[src/rtl/axis_sniffer_fifo_pkg.sv]
// Purpose : shared defaults for the AXIS sniffer block (parameter defaults only).
// Latency : n/a (package).
// Backpressure: n/a (package).
package axis_sniffer_fifo_pkg;

  localparam int unsigned DEF_TDATA_WIDTH    = 32;
  localparam int unsigned DEF_FIFO_DEPTH_LOG2 = 4;
  localparam int unsigned DEF_DECIM_WIDTH    = 16;
  localparam int unsigned DEF_DROP_CNT_WIDTH = 32;

endpackage

[src/rtl/axis_sniffer_sync_fifo.sv]
// Purpose : synchronous first-word-fall-through FIFO holding sniffed beats.
// Latency : push visible on head_data/empty one cycle later; pop is same-cycle.
// Backpressure: push ignored when full unless a pop happens in the same cycle; pop ignored when empty.
// Ports   : aclk/reset (sync, active-high), push/push_data, pop,
//           full/empty/level status, head_data = entry at the read pointer.
module axis_sniffer_sync_fifo
  import axis_sniffer_fifo_pkg::*;
#(
  parameter int unsigned DATA_WIDTH = DEF_TDATA_WIDTH,
  parameter int unsigned DEPTH_LOG2 = DEF_FIFO_DEPTH_LOG2
) (
  input  logic                  aclk,
  input  logic                  reset,
  input  logic                  push,
  input  logic [DATA_WIDTH-1:0] push_data,
  input  logic                  pop,
  output logic                  full,
  output logic                  empty,
  output logic [DEPTH_LOG2:0]   level,
  output logic [DATA_WIDTH-1:0] head_data
);

  localparam int unsigned      DEPTH     = 2 ** DEPTH_LOG2;
  localparam logic [DEPTH_LOG2:0] DEPTH_CNT = (DEPTH_LOG2 + 1)'(DEPTH);

  logic [DATA_WIDTH-1:0] mem_q [DEPTH];
  logic [DEPTH_LOG2-1:0] wr_ptr_q, wr_ptr_d;
  logic [DEPTH_LOG2-1:0] rd_ptr_q, rd_ptr_d;
  logic [DEPTH_LOG2:0]   count_q, count_d;
  logic                  rd_en, wr_en;

  assign full      = (count_q == DEPTH_CNT);
  assign empty     = (count_q == '0);
  assign level     = count_q;
  assign head_data = mem_q[rd_ptr_q];

  // A pop frees the slot this cycle, so a push into a full FIFO is still
  // legal when it coincides with a pop (write lands where the head was).
  assign rd_en = pop & ~empty;
  assign wr_en = push & (~full | rd_en);

  always_comb begin
    wr_ptr_d = wr_ptr_q;
    rd_ptr_d = rd_ptr_q;
    count_d  = count_q;
    if (wr_en) wr_ptr_d = wr_ptr_q + 1'b1;
    if (rd_en) rd_ptr_d = rd_ptr_q + 1'b1;
    if (wr_en && !rd_en)      count_d = count_q + 1'b1;
    else if (rd_en && !wr_en) count_d = count_q - 1'b1;
  end

  always_ff @(posedge aclk) begin
    if (reset) begin
      wr_ptr_q <= '0;
      rd_ptr_q <= '0;
      count_q  <= '0;
    end else begin
      wr_ptr_q <= wr_ptr_d;
      rd_ptr_q <= rd_ptr_d;
      count_q  <= count_d;
    end
  end

  // Storage needs no reset: contents are only observed while count_q != 0.
  always_ff @(posedge aclk) begin
    if (wr_en) mem_q[wr_ptr_q] <= push_data;
  end

endmodule

[src/rtl/axis_sniffer_fifo.sv]
// Purpose : zero-latency AXIS pass-through that copies every (decimation+1)-th accepted beat into a sniff FIFO.
// Latency : main path combinational; capture reaches MS_AXIS one cycle later when the FIFO is empty.
// Backpressure: main path never stalled by the sniff side; captures into a full FIFO are dropped and counted.
// Ports   : aclk/reset (sync, active-high), enable/decimation control,
//           S_AXIS slave -> M_AXIS master (wired through), MS_AXIS sniff master,
//           fifo_level occupancy, drop_count saturating lost-capture counter.
module axis_sniffer_fifo
  import axis_sniffer_fifo_pkg::*;
#(
  parameter int unsigned AXIS_TDATA_WIDTH = DEF_TDATA_WIDTH,
  parameter int unsigned FIFO_DEPTH_LOG2  = DEF_FIFO_DEPTH_LOG2,
  parameter int unsigned DECIM_WIDTH      = DEF_DECIM_WIDTH,
  parameter int unsigned DROP_CNT_WIDTH   = DEF_DROP_CNT_WIDTH
) (
  input  logic                        aclk,
  input  logic                        reset,
  input  logic                        enable,
  input  logic [DECIM_WIDTH-1:0]      decimation,
  input  logic                        S_AXIS_tvalid,
  input  logic [AXIS_TDATA_WIDTH-1:0] S_AXIS_tdata,
  output logic                        S_AXIS_tready,
  input  logic                        M_AXIS_tready,
  output logic                        M_AXIS_tvalid,
  output logic [AXIS_TDATA_WIDTH-1:0] M_AXIS_tdata,
  input  logic                        MS_AXIS_tready,
  output logic                        MS_AXIS_tvalid,
  output logic [AXIS_TDATA_WIDTH-1:0] MS_AXIS_tdata,
  output logic [FIFO_DEPTH_LOG2:0]    fifo_level,
  output logic [DROP_CNT_WIDTH-1:0]   drop_count
);

  localparam logic [DROP_CNT_WIDTH-1:0] DROP_MAX = '1;

  logic                      acc, capture, pop, push, drop;
  logic                      fifo_full, fifo_empty;
  logic [DECIM_WIDTH-1:0]    dcnt_q, dcnt_d;
  logic [DROP_CNT_WIDTH-1:0] drop_cnt_q, drop_cnt_d;

  // Main path is pure wiring, independent of reset, enable and FIFO state.
  assign M_AXIS_tvalid = S_AXIS_tvalid;
  assign M_AXIS_tdata  = S_AXIS_tdata;
  assign S_AXIS_tready = M_AXIS_tready;

  assign acc     = S_AXIS_tvalid & M_AXIS_tready;
  assign capture = acc & enable & (dcnt_q == '0);
  assign pop     = MS_AXIS_tready & ~fifo_empty;
  assign push    = capture & (~fifo_full | pop);
  assign drop    = capture & fifo_full & ~pop;

  // dcnt is held at zero while disabled so the first beat after enable
  // rises is captured; decimation is only sampled on reload.
  always_comb begin
    dcnt_d = dcnt_q;
    if (!enable)          dcnt_d = '0;
    else if (acc)         dcnt_d = (dcnt_q == '0) ? decimation : dcnt_q - 1'b1;
  end

  always_comb begin
    drop_cnt_d = drop_cnt_q;
    if (drop && drop_cnt_q != DROP_MAX) drop_cnt_d = drop_cnt_q + 1'b1;
  end

  always_ff @(posedge aclk) begin
    if (reset) begin
      dcnt_q     <= '0;
      drop_cnt_q <= '0;
    end else begin
      dcnt_q     <= dcnt_d;
      drop_cnt_q <= drop_cnt_d;
    end
  end

  assign drop_count     = drop_cnt_q;
  assign MS_AXIS_tvalid = ~fifo_empty;

  axis_sniffer_sync_fifo #(
    .DATA_WIDTH (AXIS_TDATA_WIDTH),
    .DEPTH_LOG2 (FIFO_DEPTH_LOG2)
  ) u_fifo (
    .aclk      (aclk),
    .reset     (reset),
    .push      (push),
    .push_data (S_AXIS_tdata),
    .pop       (pop),
    .full      (fifo_full),
    .empty     (fifo_empty),
    .level     (fifo_level),
    .head_data (MS_AXIS_tdata)
  );

endmodule

[config.mk]
export PLATFORM = sky130hd
export DESIGN_NAME = axis_sniffer_fifo
export DESIGN_NICKNAME = d
export VERILOG_FILES = /design/src/rtl/axis_sniffer_fifo_pkg.sv /design/src/rtl/axis_sniffer_sync_fifo.sv /design/src/rtl/axis_sniffer_fifo.sv
export SDC_FILE = /design/constraint.sdc
export NUM_CORES = 1
export LEC_CHECK = 0
export ABC_CLOCK_PERIOD_IN_PS = 11600
export BUFFER_PORTS_ARGS = -buffer_cell sky130_fd_sc_hd__buf_2
export CELL_PAD_IN_SITES_DETAIL_PLACEMENT = 0
export CELL_PAD_IN_SITES_GLOBAL_PLACEMENT = 2
export CORE_MARGIN = 1.5
export CORE_UTILIZATION = 50
export DETAILED_ROUTE_END_ITERATION = 6
export MAX_ROUTING_LAYER = met4
export PLACE_DENSITY = 0.82
export SYNTH_ARGS = -nofsm -noshare
export SYNTH_HDL_FRONTEND = slang
export SYNTH_SLANG_ARGS = --single-unit
[constraint.sdc]
create_clock -name aclk -period 11.6 [get_ports aclk]
set_clock_uncertainty 0.15 [all_clocks]
set_input_delay 0.58 -clock aclk [delete_from_list [all_inputs] [get_ports aclk]]
set_output_delay 0.58 -clock aclk [all_outputs]
set_load 0.05 [all_outputs]
==> impl_metrics.toml <==
[run_status]
run_status = "finished clean"

[timing]
period_share = 0.406
setup_violations = 0
worst_slew_margin_rel = 0.163
achievable-frequency_mhz = 212
rsz_0062_raised_after_global_routing = "false"
tightestPinTransition_ns = 1.25
setup-tns-final_ns = 0
finalHoldViolCount = 0
final-max-slew-violation-count = 0
post-route-min-period_ns = 4.71
final_worst_slack_ns = 6.89

[route]
dr.max_layer_used = "met4"
firstDrtPassIters = 5
drt-wirelength-per-cell_um = 23.9
detailroute.via_count = 11700
vias_per_cell = 5.89
detailroute.wirelength.met3_um = 2410
drt_drc_violations_left = 0
aggregate_routed_wire_length_um = 47500
m1WireLength_um = 21100
wl_met2_um = 23400
drtIter0Drc = 1038
postRouteAntennaNets = 0

[placement]
replace_congestion = 0.787
dp_hpwl_um = 26300
portBuffers = 157
placed_cells_incl_taps = 1883
place_area_sq_mm = 0.0243
place_worst_setup_slack_ns = 7.33

[setup_path]
worstPathMaxFanout = 53
cpMaxStageDelayCell = "sky130_fd_sc_hd__dfxtp_4"
worstSetupEndpointType = "output pin"
r2r-end = "u_fifo.mem_q[10][17]"
worstSetupPathType = "flip-flop to output pin"
worstPathCellList = "buf_4 > mux4_2 > mux4_2 > buf_2"
cp_common_cell = "sky130_fd_sc_hd__mux4_2"
worstRegToRegCells = 6
reg2reg_slack_ns = 7.37
cp_top_family = "buffers and inverters"
cp_slowest_stage_delay_ns = 0.99
worst_ep_required_time_ns = 10.87
crit_arrival_ns = 3.98
worst_r2r_startpoint = "dcnt_q[11]"
critical_path_buf_inv_count = 2
cp-start-kind = "flip-flop"

[logic_synthesis]
ys_seq_area_frac = 0.723
synth_area_per_cell_sq_um = 19.3
mappedNetlistArea_sq_mm = 0.0231
synth-seq-cells = 577
synth.lib_cells_used.distinct = 54
synth_area_leader_cell = "sky130_fd_sc_hd__edfxtp_1"
synth_top_area_share = 0.666
postSynthCellCount = 1197
synth_warnings = 0
synth-edff-count = 512
synth_nets = 1263
postSynth.asyncResetShare = 0
synth.area.top_cells = "sky130_fd_sc_hd__edfxtp_1 (67%), sky130_fd_sc_hd__mux4_2 (16%), sky130_fd_sc_hd__dfxtp_1 (5.6%)"
synth_flop_cell = "sky130_fd_sc_hd__edfxtp_1"

[clocking]
cts_max_level = 2
ctsLongestPathBuffers = 3
postCtsResizedCells = 0
cts_tree = "yes"
clockRootBuffer = "sky130_fd_sc_hd__clkbuf_16"
cts_sinks = 577
tritoncts.num_buffers = 56
clock_latency_ns = 0.61
path_clk_slew_ns = 0.06
ctsHoldBuffers = 0
cts_post_setup_buffers_inserted = 0

[grt]
grt_overflow = 0
grt_start_max_net_pins = 69
gr-usage-all-layers = 0.212
wire_length_of_the_first_global_routing_pass_um = 72700
vias_in_the_first_global_route = 12000
antenna_violations_before_repair = 0

[floorplanning]
num_io_pins = 158
fp.dieH_um = 218
floorplan.die_area_sq_mm = 0.0475
core-area_sq_mm = 0.0455
initial_core_util = 0.507
rows = 78
die_width_um = 218

[hold_path]
min_path_cells = 3
worstHoldPathType = "input port to flip-flop"
min_delay_worst_endpoint = "dcnt_q[1]"
min-delay-start = "decimation[1]"

[layout]
finalNetCount = 1407
post-route-util = 0.573
antenna-diode-count = 0
count_of_filler_cells_inserted_in_the_layout = 3437
seq_area_sq_mm = 0.0167
post-route-cell-area_sq_mm = 0.0261
multiInputGateArea_sq_mm = 0.00589
synthToLayoutAreaGrowth_pct = 12.9
drive_gt1_frac = 0.322
finalNonFillerCells = 1988

[power]
power_per_cell_area_mw_per_mm2 = 186
power.static_leakage_nw = 8.21
ir_drop_mv = 0.143

[job]
timing.max_cap.violations = 0
## layout make-up
class,instances,share of cell area
flip-flops and latches,577,0.640
well taps,600,0.0288
inverters,22,0.00317
clock inverters,33,0.00893
multi-input cells,507,0.226
repair buffers,177,0.0359
clock buffers,72,0.0568
## worst max-delay path by stage
stage,start,to,slack (ns),depth (start not counted)
after floorplan,u_fifo.level[0],u_fifo.mem_q[2][0],6.57,4
after global placement,dcnt_q[11],u_fifo.mem_q[10][13],7.35,6
after detailed placement,dcnt_q[11],u_fifo.mem_q[10][18],7.33,6
after CTS,flip-flop,MS_AXIS_tdata[6],6.71,4
after global routing,flip-flop,MS_AXIS_tdata[6],6.53,4
final,flip-flop,MS_AXIS_tdata[6],6.89,4
## cells in the mapped netlist (all sizes together), types with 20 or more instances
master    n
nor2     33
clkbuf   36
buf      55
inv      22
dfxtp    65
nand3    26
edfxtp  512
or4      22
nand2    20
o31ai    20
mux4    160
a21oi    47
## cell usage in the layout, fill, tap and decap left out, types with 8 or more instances in the layout
master,count
sky130_fd_sc_hd__a211oi_1,9
sky130_fd_sc_hd__a21oi_1,47
sky130_fd_sc_hd__and2_2,8
sky130_fd_sc_hd__buf_2,157
sky130_fd_sc_hd__buf_4,20
sky130_fd_sc_hd__clkbuf_1,14
sky130_fd_sc_hd__clkbuf_16,56
sky130_fd_sc_hd__clkinv_1,16
sky130_fd_sc_hd__clkinv_2,9
sky130_fd_sc_hd__dfxtp_1,61
sky130_fd_sc_hd__edfxtp_1,512
sky130_fd_sc_hd__ha_1,11
sky130_fd_sc_hd__inv_1,22
sky130_fd_sc_hd__mux4_2,160
sky130_fd_sc_hd__nand2_1,19
sky130_fd_sc_hd__nand3_1,26
sky130_fd_sc_hd__nand4_1,17
sky130_fd_sc_hd__nor2_1,29
sky130_fd_sc_hd__nor2b_1,8
sky130_fd_sc_hd__nor3_1,11
sky130_fd_sc_hd__nor4_1,12
sky130_fd_sc_hd__o21ai_0,17
sky130_fd_sc_hd__o31ai_1,20
sky130_fd_sc_hd__or3_1,12
sky130_fd_sc_hd__or4_1,21
## cells by family after synthesis
family / share of synthesized area
xor+xnor: 0.00342
mux: 0.161
buf+inv: 0.0249
flops: 0.723
compound gates: 0.0298
fa+ha+maj: 0.00683
simple gates: 0.0511
## metrics by stage
stage	total power, W	hold WS, ns
CTS	0.00490	0.0589
global route	0.00502	0.0899
floorplan	0.00302	0.309
detailed placement	0.00320	0.333
global placement	0.00320	0.326
finish	0.00485	0.0909
## report_power, final
part | switching, W | internal (W)
registers | 0.0000684 | 0.00228
clock network | 0.000759 | 0.000948
logic | 0.000446 | 0.000352
total | 0.00127 | 0.00358
## per-layer routing
layer  up-vias  global-route usage
li1       5226                   -
met1      6124               0.296
met2       319               0.334
met3        45              0.0349
met4         0              0.0430
met5         -                   -
## tightest hold or removal path: stages
cell and delay, ns:
sky130_fd_sc_hd__buf_2 0.07, sky130_fd_sc_hd__a21oi_1 0.04, sky130_fd_sc_hd__o21ai_0 0.12
## state kept, by name (all words and copies together) (netlist names), named ones only
signal,cells
u_fifo.wr_ptr_q,4
u_fifo.rd_ptr_q,4
dcnt_q,16
u_fifo.level,5
drop_count,32
u_fifo.mem_q,512
Note: power is estimated with default switching activity, not from simulation.
